## src/rtl/scan_chain_ctrl_pkg.sv

```systemverilog
// Shared state encoding and mode constants for the scan chain sequencer.
package scan_pkg;

  typedef enum logic [1:0] {
    IDLE    = 2'd0,
    SHIFT   = 2'd1,
    CAPTURE = 2'd2,
    DONE    = 2'd3
  } scan_state_e;

  localparam logic MODE_SHIFT   = 1'b0;
  localparam logic MODE_CAPTURE = 1'b1;

endpackage

```

## src/rtl/scan_chain_ctrl_shreg.sv

```systemverilog
// scan_shreg: right-shift register with parallel load, shift enable and MSB serial input.
// Exposes both the current and the next value so callers can register derived outputs in step.
module scan_shreg
#(
  parameter int W = 8
) (
  input  logic         clk_i,
  input  logic         rst_i,
  input  logic         load_i,
  input  logic [W-1:0] load_val_i,
  input  logic         shift_i,
  input  logic         sin_i,
  output logic [W-1:0] q_o,
  output logic [W-1:0] nxt_o
);

  logic [W-1:0] q_q;
  logic [W-1:0] q_d;

  // Next value: load wins over shift; a shift drops bit 0 and brings sin_i in at the MSB.
  always_comb begin
    q_d = q_q;
    if (load_i) begin
      q_d = load_val_i;
    end else if (shift_i) begin
      q_d = W'({sin_i, q_q} >> 1'b1);
    end else begin
      q_d = q_q;
    end
  end

  // Register with synchronous clear.
  always_ff @(posedge clk_i) begin
    if (rst_i) begin
      q_q <= {W{1'b0}};
    end else begin
      q_q <= q_d;
    end
  end

  assign q_o   = q_q;
  assign nxt_o = q_d;

endmodule

```

## src/rtl/scan_chain_ctrl.sv

```systemverilog
// scan_chain_ctrl: serially loads a word into a mux-flop scan chain, optionally pulses capture, unloads old contents.
// Build option: SCAN_CHAIN_CTRL_PARITY_EN adds exp_par input plus rpar / par_err outputs.
module scan_chain_ctrl
  import scan_pkg::*;
#(
  parameter int CHAIN_LEN = 8
) (
  input  logic                 CK,
  input  logic                 LSR,
  input  logic                 start,
  input  logic                 mode,
  input  logic [CHAIN_LEN-1:0] load_data,
  output logic                 ready,
  output logic                 busy,
  output logic                 done,
  output logic [CHAIN_LEN-1:0] rdata,
  output logic                 sd,
  output logic                 sp,
  output logic                 si,
`ifdef SCAN_CHAIN_CTRL_PARITY_EN
  input  logic                 exp_par,
  output logic                 rpar,
  output logic                 par_err,
`endif
  input  logic                 so
);

  localparam int               CNT_W    = $clog2(CHAIN_LEN + 1);
  localparam logic [CNT_W-1:0] CNT_LAST = CNT_W'(CHAIN_LEN - 1);

  scan_state_e          state_q, state_d;
  logic [CNT_W-1:0]     cnt_q, cnt_d;
  logic                 mode_q, mode_d;
  logic [CHAIN_LEN-1:0] rdata_q, rdata_d;
  logic                 ready_q, ready_d;
  logic                 busy_q, busy_d;
  logic                 done_q, done_d;
  logic                 sd_q, sd_d;
  logic                 sp_q, sp_d;
  logic                 si_q, si_d;

  logic                 accept_s;
  logic                 shifting_s;
  logic [CHAIN_LEN-1:0] ld_q_s, ld_nxt_s;
  logic [CHAIN_LEN-1:0] unl_q_s, unl_nxt_s;
  logic                 unused_s;

  assign accept_s   = (state_q == IDLE) && start;
  assign shifting_s = (state_q == SHIFT);

  // Load side: bit 0 of the next value is what the first chain flop sees during the coming shift cycle.
  scan_shreg #(.W(CHAIN_LEN)) u_load_sh (
    .clk_i      (CK),
    .rst_i      (LSR),
    .load_i     (accept_s),
    .load_val_i (load_data),
    .shift_i    (shifting_s),
    .sin_i      (1'b0),
    .q_o        (ld_q_s),
    .nxt_o      (ld_nxt_s)
  );

  scan_shreg #(.W(CHAIN_LEN)) u_unload_sh (
    .clk_i      (CK),
    .rst_i      (LSR),
    .load_i     (accept_s),
    .load_val_i ({CHAIN_LEN{1'b0}}),
    .shift_i    (shifting_s),
    .sin_i      (so),
    .q_o        (unl_q_s),
    .nxt_o      (unl_nxt_s)
  );

  assign unused_s = ^{ld_q_s, ld_nxt_s, unl_q_s};

  // Sequencer next state; SHIFT leaves on the edge where the counter sits at its last value.
  always_comb begin
    state_d = state_q;
    case (state_q)
      IDLE: begin
        if (start) begin
          state_d = SHIFT;
        end else begin
          state_d = IDLE;
        end
      end
      SHIFT: begin
        if (cnt_q == CNT_LAST) begin
          state_d = (mode_q == MODE_CAPTURE) ? CAPTURE : DONE;
        end else begin
          state_d = SHIFT;
        end
      end
      CAPTURE: state_d = DONE;
      DONE:    state_d = IDLE;
      default: state_d = IDLE;
    endcase
  end

  // Shift counter and latched mode; the counter holds at its last value rather than wrapping.
  always_comb begin
    cnt_d  = cnt_q;
    mode_d = mode_q;
    if (accept_s) begin
      cnt_d  = {CNT_W{1'b0}};
      mode_d = mode;
    end else if (shifting_s && (cnt_q != CNT_LAST)) begin
      cnt_d  = cnt_q + CNT_W'(1);
    end else begin
      cnt_d  = cnt_q;
    end
  end

  // Output flops decoded from the next state so every chain control is glitch-free.
  always_comb begin
    ready_d = (state_d == IDLE);
    busy_d  = (state_d == SHIFT) || (state_d == CAPTURE);
    done_d  = (state_d == DONE);
    sd_d    = (state_d == SHIFT);
    sp_d    = busy_d;
    si_d    = (state_d == SHIFT) ? ld_nxt_s[0] : 1'b0;
    rdata_d = (state_d == DONE) ? unl_nxt_s : rdata_q;
  end

  // State and output registers with synchronous reset.
  always_ff @(posedge CK) begin
    if (LSR) begin
      state_q <= IDLE;
      cnt_q   <= {CNT_W{1'b0}};
      mode_q  <= MODE_SHIFT;
      rdata_q <= {CHAIN_LEN{1'b0}};
      ready_q <= 1'b1;
      busy_q  <= 1'b0;
      done_q  <= 1'b0;
      sd_q    <= 1'b0;
      sp_q    <= 1'b0;
      si_q    <= 1'b0;
    end else begin
      state_q <= state_d;
      cnt_q   <= cnt_d;
      mode_q  <= mode_d;
      rdata_q <= rdata_d;
      ready_q <= ready_d;
      busy_q  <= busy_d;
      done_q  <= done_d;
      sd_q    <= sd_d;
      sp_q    <= sp_d;
      si_q    <= si_d;
    end
  end

  assign ready = ready_q;
  assign busy  = busy_q;
  assign done  = done_q;
  assign rdata = rdata_q;
  assign sd    = sd_q;
  assign sp    = sp_q;
  assign si    = si_q;

`ifdef SCAN_CHAIN_CTRL_PARITY_EN
  logic exp_par_q, exp_par_d;
  logic rpar_q, rpar_d;
  logic par_err_q, par_err_d;

  function automatic logic calc_par(input logic [CHAIN_LEN-1:0] w);
    calc_par = ^w;
  endfunction

  // Parity travels with rdata; the error flag is judged against the expectation latched at start.
  always_comb begin
    exp_par_d = exp_par_q;
    rpar_d    = rpar_q;
    par_err_d = par_err_q;
    if (state_d == DONE) begin
      rpar_d    = calc_par(unl_nxt_s);
      par_err_d = (calc_par(unl_nxt_s) != exp_par_q);
    end else if (accept_s) begin
      exp_par_d = exp_par;
      par_err_d = 1'b0;
    end else begin
      par_err_d = par_err_q;
    end
  end

  // Parity registers with synchronous reset.
  always_ff @(posedge CK) begin
    if (LSR) begin
      exp_par_q <= 1'b0;
      rpar_q    <= 1'b0;
      par_err_q <= 1'b0;
    end else begin
      exp_par_q <= exp_par_d;
      rpar_q    <= rpar_d;
      par_err_q <= par_err_d;
    end
  end

  assign rpar    = rpar_q;
  assign par_err = par_err_q;
`endif

endmodule

```

## config.mk

```make
export PLATFORM = sky130hd
export DESIGN_NAME = scan_chain_ctrl
export DESIGN_NICKNAME = d
export VERILOG_FILES = /design/src/rtl/scan_chain_ctrl_pkg.sv /design/src/rtl/scan_chain_ctrl_shreg.sv /design/src/rtl/scan_chain_ctrl.sv
export SDC_FILE = /design/constraint.sdc
export NUM_CORES = 1
export LEC_CHECK = 0
export ABC_CLOCK_PERIOD_IN_PS = 4300
export CORE_UTILIZATION = 54
export CTS_CLUSTER_DIAMETER = 30
export DETAILED_ROUTE_END_ITERATION = 12
export PLACE_DENSITY = 0.78
export SLEW_MARGIN = 5
export SYNTH_ARGS = -nofsm -noshare
export SYNTH_HDL_FRONTEND = slang
export SYNTH_SLANG_ARGS = --single-unit
```

## constraint.sdc

```tcl
create_clock -name CK -period 4.3 [get_ports CK]
set_input_delay 1.075 -clock CK [delete_from_list [all_inputs] [get_ports CK]]
set_output_delay 1.075 -clock CK [all_outputs]
set_load 0.1 [all_outputs]
```

# Word-level counts from Yosys, hierarchy flattened

Index checks and enable logic that the tools add are counted.
Widths: inputs -> output; s select.

$add $sub $neg: 1
Equal/unequal tests: 8
Multiplexer cells: 8
Bitwise operators: 1
Reductions and logical operators: 8

Operators with widths:

| cell                | number |
|---|---|
| $mux 8              | 4 |
| $eq 2x2->1 const B  | 4 |
| $pmux 2 s4          | 1 |
| $add 4x1->4 const B | 1 |
| $eq 2x1->1 const B  | 2 |
| $eq 4x3->1 const B  | 1 |
| $logic_not 2->1     | 2 |
| $ne 4x3->1 const B  | 1 |
| $reduce_or 2->1     | 2 |
| $logic_and 1x1->1   | 2 |
| $mux 1              | 2 |
| $mux 2              | 1 |
| $reduce_bool 2->1   | 1 |
| $logic_or 1x1->1    | 1 |
| $not 1->1           | 1 |

Flip-flop bits (word level): 36
Bits of input ports: 13
Output and inout port bits: 14
Word-level logic and storage cells: 38

# Depth between registers and ports, before layout

Gate-level depths: netlist of run 1.

Depth after elaboration: 6
Mapped depth: 10
Mapped depth without buffers: 7

# Hierarchy

From an unflattened synthesis of run 1, not the netlist that was laid out.

Cell total of the unflattened synthesis: 166
Area total of the unflattened synthesis: 1666.6 um2

By module, submodules not included:

| module          | instances | cells each | area an instance (um2) | seq. area each (um2) |
|---|---|---|---|---|
| scan_shreg      | 2         | 44         | 430.4                  | 160.2 |
| scan_chain_ctrl | 1         | 78         | 805.8                  | 400.4 |

# Worst setup path after synthesis of run 1

Ideal clock, no wire load.

Path kind: input to register
Start: in start
End: reg rdata_q[7] (netlist: rdata[7])
Library setup time: 0.138 ns
Data arrival time: 2.548 ns
Data required time: 4.162 ns
Slack: 1.615 ns
Stages on the path: 9
Path buffers: 3
Cell sequence: buf_2 or3_1 a22oi_1 inv_1 ha_1 buf_1 clkbuf_1 nor2_1 a211oi_1

Cells in the longest elaborated chain, start to end: 3
Elaborated cells between the ends (all ways): 5
Classes of those cells: eq/ne: 1; mux: 3; reduce/logical: 1

Ends and longest elaborated chain:

| element                | line                   | RTL |
|---|---|---|
| start: declaration     | scan_chain_ctrl.sv:10  | `input logic start,` |
| $mux 1                 | scan_chain_ctrl.sv:81  | `if (start) begin` |
| $pmux 2 s4             | scan_chain_ctrl.sv:79  | `case (state_q)` |
| net state_d[0]         | scan_chain_ctrl.sv:31  | `scan_state_e state_q, state_d;` |
| $eq 2x2->1             | scan_chain_ctrl.sv:122 | `rdata_d = (state_d == DONE) ? unl_nxt_s : rdata_q;` |
| end signal: assignment | scan_chain_ctrl.sv:131 | `rdata_q <= {CHAIN_LEN{1'b0}};` |
| end signal: assignment | scan_chain_ctrl.sv:142 | `rdata_q <= rdata_d;` |
| end: declaration       | scan_chain_ctrl.sv:34  | `logic [CHAIN_LEN-1:0] rdata_q, rdata_d;` |

The timed path passes the listed nets, and every way through them passes these cells.
A chain may end at the register's enable or synchronous reset.

# Worst setup path after layout of run 1

Start: reg rdata_q[0] (netlist: rdata[0])
End: out rdata[0]

RTL lines:

| element          | line                  | RTL |
|---|---|---|
| end: declaration | scan_chain_ctrl.sv:16 | `output logic [CHAIN_LEN-1:0] rdata,` |

No word-level cell between the ends.

==> results of run 1 <==
==> worst paths after layout <==
path | slack [ps] | depth (start not counted) | endpoint | start
hold / removal | 490 | 2 | rdata[5]$_SDFFE_PP0N_ | rdata[5]$_SDFFE_PP0N_
hold reg to reg | 490 | 2 | rdata[5]$_SDFFE_PP0N_ | rdata[5]$_SDFFE_PP0N_
setup / recovery | 1390 | 1 | rdata[0] | rdata[0]$_SDFFE_PP0N_
setup reg to reg | 1660 | 6 | rdata[7]$_SDFFE_PP0N_ | state_q[0]$_SDFF_PP0_
==> Yosys cell counts (all sizes together) <==
cell type,instances
dfxtp,36
nor2,31
a211oi,14
a22oi,10
a21oi,6
buf,6
ha,5
clkbuf,4
inv,4
nor2b,4
o21ai,4
nand2b,3
o22ai,3
o2bb2ai,3
nand3,2
nor3,2
nor3b,2
or2,2
or3,2
and3b,1
and4,1
mux2i,1
nand3b,1
o21ba,1
o21bai,1
or3b,1
or4,1
==> flip-flops by register name (all words and copies together) (netlist names) <==
name and cells:
mode_q 1, rdata 8, u_load_sh.q_o 8, si 1
sp 1, cnt_q 4, u_unload_sh.q_o 8, state_q 2
ready 1, done 1, sd 1
==> final cells by class <==
type,instances,area share (%)
multi-input combinational,101,37.6
timing repair buffer,27,15.2
clock buffer,8,3.34
sequential,36,40.9
tap,30,2.13
inverter,4,0.852
==> logic make-up (layout without fill, tap and decap cells) <==
group	count (synthesis)	in the layout	synth area share (%)
adder cells (fa/ha/maj)	5	5	4.31
AO/OA/AOI/OAI	42	42	21.2
multiplexers	1	1	0.689
flip-flops	36	36	49.6
AND/OR/NAND/NOR	53	53	19.4
buffers and inverters	14	39	4.82
==> report_power, final <==
| part | internal [mW] | total, mW | leakage (nW) | switching, mW |
|---|---|---|---|---|
| Sequential | 0.347 | 0.356 | 0.294 | 0.00937 |
| Clock | 0.0807 | 0.183 | 0.0326 | 0.102 |
| Combinational | 0.0352 | 0.0962 | 0.314 | 0.0610 |
| Total | 0.463 | 0.635 | 0.641 | 0.172 |
==> metrics by stage <==
stage	hold WS [ps]	power [mW]	util [%]	worst slack, ps
after floorplan	455	0.435	-	1610
after global placement	474	0.458	68.1	1210
after detailed placement	481	0.460	68.1	1100
after CTS	495	0.642	70.5	1380
after global routing	534	0.665	70.5	1240
final	493	0.635	70.5	1390
==> layer usage <==
layer / part of all wire (%) / wire length (µm)
met3: 4.4 / 117
met1: 52 / 1390
met4: 1.7 / 45
met2: 42 / 1120
met5: 0 / 0
==> key figures, run 1 <==
Routing
  – Post-DRT Antenna Nets: 0
  – Initial DRC count: 28
  – Detailed Route WL: 2.67 mm
  – Via count: 1,133
  – # DRC: 0
  – Avg Vias per Cell: 5.50
  – DR WL/cell: 13.0 µm
  – DR pass1 iterations: 4

Worst setup path
  – Startpoint Class: flop
  – Crit path max-delay cell type: clkdlybuf4s50_1
  – Crit Path Class: reg2out
  – CP Buf/Inv Count: 1
  – Top delay family on crit path: buffers and inverters
  – Critical path peak fanout: 2
  – Crit-path max cell delay: 1140 ps
  – WP data required: 3220 ps
  – Worst Path Arrival: 1830 ps
  – Crit path cell chain: clkdlybuf4s50_1
  – Critical path endpoint category: primary output

Finish
  – Non-Filler Instances: 206
  – Final instance area: 1760 µm²
  – Final nets: 193
  – Number of diodes: 0
  – Area delta synth->final: 21.3%
  – Fillers: 195
  – FF/Latch Area: 721 µm²
  – Multi-input logic area: 662 µm²
  – Layout cells sized above 1: 10.8%
  – Commonest non-fill, non-tap cell in the layout: dfxtp_1
  – Most frequent cells in the layout: dfxtp_1, nor2_1, clkdlybuf4s50_1, a211oi_1, a22oi_1

Yosys
  – #FFs+latches synth: 36
  – Syn Nets: 169
  – Synth warn: 0
  – Area contributors post-synth: dfxtp_1, nor2_1, a211oi_1
  – Count of cell types in the netlist: 34
  – Syn avg cell area: 9.62 µm²
  – Post-Syn Area: 1450 µm²
  – Area leader, netlist: dfxtp_1
  – Yosys top cell area share: 49.6%
  – Cells after synthesis: 151
  – Post-synthesis sequential area ratio: 49.6%

Timing
  – Final worst-path cycle share: 67.6%
  – Min Tclk post-route: 2910 ps
  – Final Hold Viols: 0
  – Max-slew headroom: 34.7%
  – Setup-failing EPs final: 0
  – Tightest Pin Transition: 976 ps
  – RSZ-0062 raised after global routing: no
  – FMAX: 0.344 GHz
  – Worst clock skew: 10.4 ps
  – Max Slew Vio Count: 0
  – Setup TNS: 0 ps

Power and ir drop
  – Pwr dens: 361 nW/µm²
  – Worst vdd ir: 0.000306 V
  – Static Leak: 0.641 nW

Placement
  – Input/output buffers: 26
  – RePlAce Congestion: 0.762
  – Placed cell area: 1700 µm²
  – Dpl cells: 198
  – DP HPWL: 1.84 mm

Global routing
  – GR peak layer: met2
  – First-pass GRT wire length: 4.31 mm
  – GRT Util Overall: 21.6%
  – Pin count of the biggest net entering global routing: 20
  – Vias in the first global route: 969
  – Initial antenna violation count: 0
  – GR Overflow Total: 0
  – GRT met2 Usage: 30.2%
  – Met3 Use GR: 6.21%
  – Met1 global-route usage: 29.1%

Floorplanning
  – Die width: 53.9 µm
  – Num ports: 27
  – Die area: 2900 µm²
  – Placeable core region: 2500 µm²
  – Initial Util: 58.1%
  – Cell Rows: 18
  – Chip Height: 53.9 µm

Clock network
  – Hold Buf Count CTS: 0
  – CTS tree: built
  – Worst-path clk slew: 90 ps
  – CTS Buf Count: 5
  – Post-CTS setup buffer count: 0
  – Cts repair resizes: 0
  – Clk_lat worst skew: 330 ps
  – Clk Tree Root Cell: clkbuf_4
  – Max clock buf depth: 2
  – H-tree Lvls: 2
  – Sink Count: 36

Worst hold path
  – Worst Hold Class: reg2reg

Run
  – Max-cap violations: 0

Run status
  – Status: completed
No activity file was read; power rests on OpenSTA's default activity.
==> inputs of run 2 (changes only) <==
ABC_CLOCK_PERIOD_IN_PS = 2700   (was 4300)
CORE_UTILIZATION = 50   (was 54)
PLACE_DENSITY = 0.73   (was 0.78)
clock period = 2.7 ns   (was 4.3 ns; I/O delays follow)
==> run 2 against run 1 <==
Global-route usage decreased by 2.2 points. Die area increased by 7.7%. Sequential share of layout area increased by 0.38 points. Wire length increased by 5.3%. Cell count increased by 1.5%. Non-clock buffer count increased by 2. First-iteration DRC count increased by 3.6%. Flip-flop and latch count unchanged. Core utilization decreased by 7.2 points. Critical endpoint is now rdata[7]$_SDFFE_PP0N_. Highest routed layer unchanged.
==> key figures, run 2 (synthesis results as in run 1) <==
Worst hold path
  – Hold depth: 2 (unchanged)
  – Worst Hold Class: reg2reg

Timing
  – RSZ-0062 raised after global routing: no
  – Worst clock skew: 4.47 ps (-5.96 ps)
  – Setup TNS: 0 ps (unchanged)
  – Tightest Pin Transition: 600 ps (-376 ps)
  – Final Hold Viols: 0 (unchanged)
  – Final worst-path cycle share: 81.9%
  – Max Slew Vio Count: 0 (unchanged)
  – Setup-failing EPs final: 0 (unchanged)
  – FMAX: 0.452 GHz
  – Max-slew headroom: 59.9% (+25 points)
  – Min Tclk post-route: 2210 ps

Run status
  – Status: completed

Floorplanning
  – Cell Rows: 19 (+1)
  – Die width: 55.9 µm (+3.8%)
  – Num ports: 27 (unchanged)
  – Chip Height: 55.9 µm (+3.8%)
  – Initial Util: 52.7% (-5.4 points)
  – Die area: 3120 µm² (+7.7%)
  – Placeable core region: 2760 µm² (+10%)

Finish
  – Commonest non-fill, non-tap cell in the layout: dfxtp_1
  – Non-Filler Instances: 209 (+1.5%)
  – Most frequent cells in the layout: dfxtp_1, nor2_1, buf_4, a211oi_1, clkdlybuf4s50_1
  – Final nets: 195 (+1.0%)
  – Multi-input logic area: 662 µm² (unchanged)
  – Number of diodes: 0 (unchanged)
  – Area delta synth->final: 20.2%
  – FF/Latch Area: 721 µm² (unchanged)
  – Layout cells sized above 1: 20.8% (+10 points)
  – Fillers: 242 (+24%)

Clock network
  – Max clock buf depth: 2 (unchanged)
  – Worst-path clk slew: 100 ps (about the same)
  – CTS tree: built
  – CTS Buf Count: 5 (unchanged)
  – Hold Buf Count CTS: 0 (unchanged)
  – Cts repair resizes: 0 (unchanged)
  – Post-CTS setup buffer count: 0 (unchanged)
  – Clk Tree Root Cell: clkbuf_4
  – Clk_lat worst skew: 330 ps (about the same)
  – Sink Count: 36 (unchanged)
  – H-tree Lvls: 2 (unchanged)

Worst setup path
  – Top delay family on crit path: flip-flops
  – Crit path max-delay cell type: dfxtp_1
  – Critical path peak fanout: 16 (+14)
  – Worst Path Arrival: 2470 ps (+640 ps)
  – Critical path endpoint category: flop
  – Register-to-Register Path Depth: 6 (unchanged)
  – CP Buf/Inv Count: 1 (unchanged)
  – WP data required: 2960 ps (-260 ps)
  – Critical path depth in cells: 6 (+5)
  – Crit path cell chain: nor2b_2 > a22oi_1 > inv_1 > ha_1 > nor2_1 > a211oi_1
  – Crit Path Class: reg2reg
  – Crit-path max cell delay: 720 ps (-420 ps)
  – Startpoint Class: flop

Routing
  – Detailed Route WL: 2.81 mm (+5.3%)
  – Initial DRC count: 29 (+3.6%)
  – Via count: 1,165 (+2.8%)
  – DR pass1 iterations: 4 (unchanged)
  – Post-DRT Antenna Nets: 0 (unchanged)
  – DR WL/cell: 13.4 µm (+3.8%)
  – # DRC: 0 (unchanged)
  – Avg Vias per Cell: 5.57 (+1.3%)

Placement
  – Input/output buffers: 26 (unchanged)
  – DP HPWL: 1.98 mm (+7.4%)
  – RePlAce Congestion: 0.808 (+6.1%)
  – Dpl cells: 201 (+1.5%)

Run
  – Max-cap violations: 0 (unchanged)

Power and ir drop
  – Worst vdd ir: 0.000390 V (+27%)
  – Pwr dens: 585 nW/µm² (+62%)
  – Total power: 1.02 mW (+61%)
  – Static Leak: 0.680 nW (+6.2%)

Global routing
  – First-pass GRT wire length: 4.65 mm (+8.0%)
  – Initial antenna violation count: 0 (unchanged)
  – Pin count of the biggest net entering global routing: 23 (+15%)
  – Vias in the first global route: 1,061 (+9.5%)
  – GRT Util Overall: 19.4% (-2.2 points)
  – GR Overflow Total: 0 (unchanged)
run 2: worst paths after layout:
path	start	to	slack [ps]
worst max-delay path	state_q[0]$_SDFF_PP0_	rdata[7]$_SDFFE_PP0N_	490
worst min-delay path	rdata[4]$_SDFFE_PP0N_	rdata[4]$_SDFFE_PP0N_	490
worst max register to register	state_q[0]$_SDFF_PP0_	rdata[7]$_SDFFE_PP0N_	490
worst min register to register	rdata[4]$_SDFFE_PP0N_	rdata[4]$_SDFFE_PP0N_	490
run 2: final cells by class:
class                           instances  area share (%)
Clock buffer                            6            2.94
Clock inverter                          2           0.573
Inverter                                4           0.860
Multi-Input combinational cell        101            37.9
Sequential cell                        36            41.3
Tap cell                               31            2.22
Timing Repair Buffer                   29            14.2
run 2: metrics by stage:
| stage | setup slack, ps | hold WS (ps) | instance area, µm² | utilization [%] |
|---|---|---|---|---|
| 6_report | 488 | 495 | 1750 | 63.3 |
| 5_1_grt | 253 | 518 | 1750 | 63.3 |
| 2_1_floorplan | 415 | 455 | 1450 | - |
| 4_1_cts | 492 | 502 | 1750 | 63.3 |
| 3_5_place_dp | 138 | 483 | 1680 | 61.1 |
| 3_3_place_gp | 220 | 475 | 1680 | 61.1 |
run 2: where the power goes:
part           switching, mW  internal, mW
Clock                  0.174         0.124
Combinational         0.0982        0.0564
Sequential            0.0159         0.552
Total                  0.288         0.733
run 2: worst reg2reg max path: stages (launching register included):
cell and delay, ps:
dfxtp_1 720, nor2b_2 310, a22oi_1 140, inv_1 120, ha_1 510, nor2_1 110
a211oi_1 220
run 2: layer usage:
metal  GRT usage [%]  wire length (µm)
met3            7.67               132
met4            8.36                50
met1            23.3              1430
met5               0                 0
met2            31.0              1200
==> inputs of run 3 (changes only) <==
ABC_CLOCK_PERIOD_IN_PS = 1800   (was 2700)
CORE_UTILIZATION = 45   (was 50)
PLACE_DENSITY = 0.69   (was 0.73)
clock period = 1.8 ns   (was 2.7 ns; I/O delays follow)
==> run 3 against run 2 <==
Sequential share of layout area shrank 6.5 points. Maximum frequency is 27% higher. Wire length up 8.8%. Critical endpoint is now rdata[2]$_SDFFE_PP0N_. Largest cell class unchanged.
==> key figures, run 3 (synthesis results as in run 1) <==
Global routing
  – Initial antenna violation count: 0 (unchanged)
  – Pin count of the biggest net entering global routing: 32 (+39%)
  – Vias in the first global route: 1,091 (+2.8%)
  – First-pass GRT wire length: 4.81 mm (+3.4%)
  – GR Overflow Total: 0 (unchanged)
  – GRT Util Overall: 18.7% (-0.77 points)

Floorplanning
  – Chip Height: 58.8 µm (+5.2%)
  – Initial Util: 47.6% (-5.1 points)
  – Die width: 58.8 µm (+5.2%)
  – Num ports: 27 (unchanged)
  – Die area: 3460 µm² (+11%)
  – Cell Rows: 20 (+1)
  – Placeable core region: 3050 µm² (+11%)

Timing
  – FMAX: 0.575 GHz (+27%)
  – Max-slew headroom: 77.9% (+18 points)
  – Worst clock skew: 12.0 ps (+7.52 ps)
  – Min Tclk post-route: 1740 ps (-472 ps)
  – PnR worst setup slack: 60.0 ps (-428 ps)
  – Max Slew Vio Count: 0 (unchanged)
  – Final Hold Viols: 0 (unchanged)
  – Final worst-path cycle share: 96.7% (+15 points)
  – Setup-failing EPs final: 0 (unchanged)
  – Tightest Pin Transition: 330 ps (-270 ps)
  – Hold_ws: 506 ps (+10.6 ps)

Placement
  – Placed cell area: 1940 µm² (+15%)
  – RePlAce Congestion: 0.724 (-10%)
  – Setup WS pre-CTS: -282 ps (-419 ps)
  – Input/output buffers: 26 (unchanged)
  – DP HPWL: 2.06 mm (+4.0%)
  – Dpl cells: 220 (+9.5%)

Power and ir drop
  – Pwr dens: 775 nW/µm² (+33%)
  – Static Leak: 0.787 nW (+16%)
  – Worst vdd ir: 0.000550 V (+41%)

Finish
  – Final nets: 203 (+4.1%)
  – Commonest non-fill, non-tap cell in the layout: dfxtp_1
  – Final cell utilization of the core: 68.0% (+4.7 points)
  – Area delta synth->final: 43.0%
  – Fillers: 249 (+2.9%)
  – Number of diodes: 0 (unchanged)
  – Final instance area: 2080 µm² (+19%)
  – Non-Filler Instances: 229 (+9.6%)
  – Multi-input logic area: 719 µm² (+8.7%)
  – Layout cells sized above 1: 31.9% (+11 points)
  – Most frequent cells in the layout: dfxtp_1, nor2_1, buf_12, clkdlybuf4s50_1
  – FF/Latch Area: 723 µm² (+0.35%)

Worst setup path
  – Critical path endpoint category: flop
  – Register-to-Register Path Depth: 7 (+1)
  – R2r endpoint: rdata[2]$_SDFFE_PP0N_
  – Crit-path max cell delay: 420 ps (-300 ps)
  – Critical path peak fanout: 10 (-6)
  – WP data required: 2020 ps (-940 ps)
  – R2R setup slack: 60 ps (-430 ps)
  – Reg2reg start: state_q[1]$_SDFF_PP0_
  – Startpoint Class: flop
  – Crit Path Class: reg2reg
  – Crit path cell chain: or3_1 > a22oi_2 > inv_2 > ha_4 > buf_2 > nor2_1 > a211oi_1
  – Worst Path Arrival: 1960 ps (-510 ps)
  – Crit path max-delay cell type: dfxtp_1
  – Critical path launch point: state_q[1]$_SDFF_PP0_

Routing
  – Post-DRT Antenna Nets: 0 (unchanged)
  – DR pass1 iterations: 7 (+3)
  – # DRC: 0 (unchanged)
  – DR WL/cell: 13.3 µm (-0.71%)
  – Via count: 1,226 (+5.2%)
  – Initial DRC count: 50 (+72%)
  – Avg Vias per Cell: 5.35 (-4.0%)
  – Detailed Route WL: 3.06 mm (+8.8%)

Clock network
  – CTS tree: built
  – Clk Tree Root Cell: clkbuf_4
  – CTS Buf Count: 5 (unchanged)
  – Clk_lat worst skew: 330 ps (about the same)
  – Hold Buf Count CTS: 0 (unchanged)
  – H-tree Lvls: 2 (unchanged)
  – Sink Count: 36 (unchanged)
  – Max clock buf depth: 2 (unchanged)
  – Worst-path clk slew: 100 ps (about the same)

Run
  – Max-cap violations: 0 (unchanged)

Worst hold path
  – Min-Delay Endpoint: u_load_sh.q_o[1]$_SDFFE_PP0P_
  – Hold path startpoint: u_load_sh.q_o[1]$_SDFFE_PP0P_
  – Hold depth: 2 (unchanged)
  – Worst Hold Class: reg2reg

Run status
  – Status: completed
run 3: cell types whose count changed in the layout (fill, tap and decap cells not counted), moves of 5 or more:
| cell | delta |
|---|---|
| buf_12 | +15 |
| buf_4 | -9 |
| a211oi_1 | -5 |
| a211oi_2 | +5 |
run 3: worst max path at each step:
stage	to	slack [ps]	depth (start not counted)
after floorplan	rdata[7]$_SDFFE_PP0N_	-50	9
after global placement	rdata[5]$_SDFFE_PP0N_	-230	7
after detailed placement	rdata[4]$_SDFFE_PP0N_	-280	6
after CTS	rdata[4]$_SDFFE_PP0N_	1	7
after global routing	rdata[2]$_SDFFE_PP0N_	-2	7
final	rdata[2]$_SDFFE_PP0N_	60	7
run 3: per-layer routing:
layer  up-vias  track usage, %  share of wire, %
li1        603               -                 -
met1       575            24.5                47
met2        43            27.6                45
met3         5            4.62               6.1
met4         0            11.2               1.7
met5         -               0                 0
run 3: power breakdown:
part | switching (mW) | total, mW | internal, mW | leakage, nW
Clock | 0.249 | 0.470 | 0.221 | 0.0374
Sequential | 0.0218 | 0.851 | 0.829 | 0.295
Combinational | 0.163 | 0.288 | 0.125 | 0.455
Total | 0.434 | 1.61 | 1.18 | 0.787
run 3: per-stage QoR:
| step | total power [mW] | TNS (ps) |
|---|---|---|
| after floorplan | 1.04 | -187 |
| after global placement | 1.14 | -2750 |
| after detailed placement | 1.15 | -3080 |
| after CTS | 1.62 | 0 |
| after global routing | 1.69 | -2.67 |
| final | 1.61 | 0 |
run 3: critical path: cells and delay by family (launching register included):
kind            cells  cell delay (ps)
compound gates      2              240
flops               1              420
buf+inv             2              250
fa+ha+maj           1              190
simple gates        2              530
run 3: what timing repair did:
| action | 4_1_cts | 5_1_grt |
|---|---|---|
| endpoints found under the setup margin | 0 | 9 |
| hold endpoints to repair | 0 | 0 |
| buffers inserted | 0 | 2 |
| resized for setup | 0 | 17 |
run 3: final cells by class:
type                    instances  area share (%)
clock buffers                   7            3.13
inverters                       4           0.723
multi-input cells             101            34.6
flip-flops and latches         36            34.8
well taps                      44            2.65
repair buffers                 37            24.0
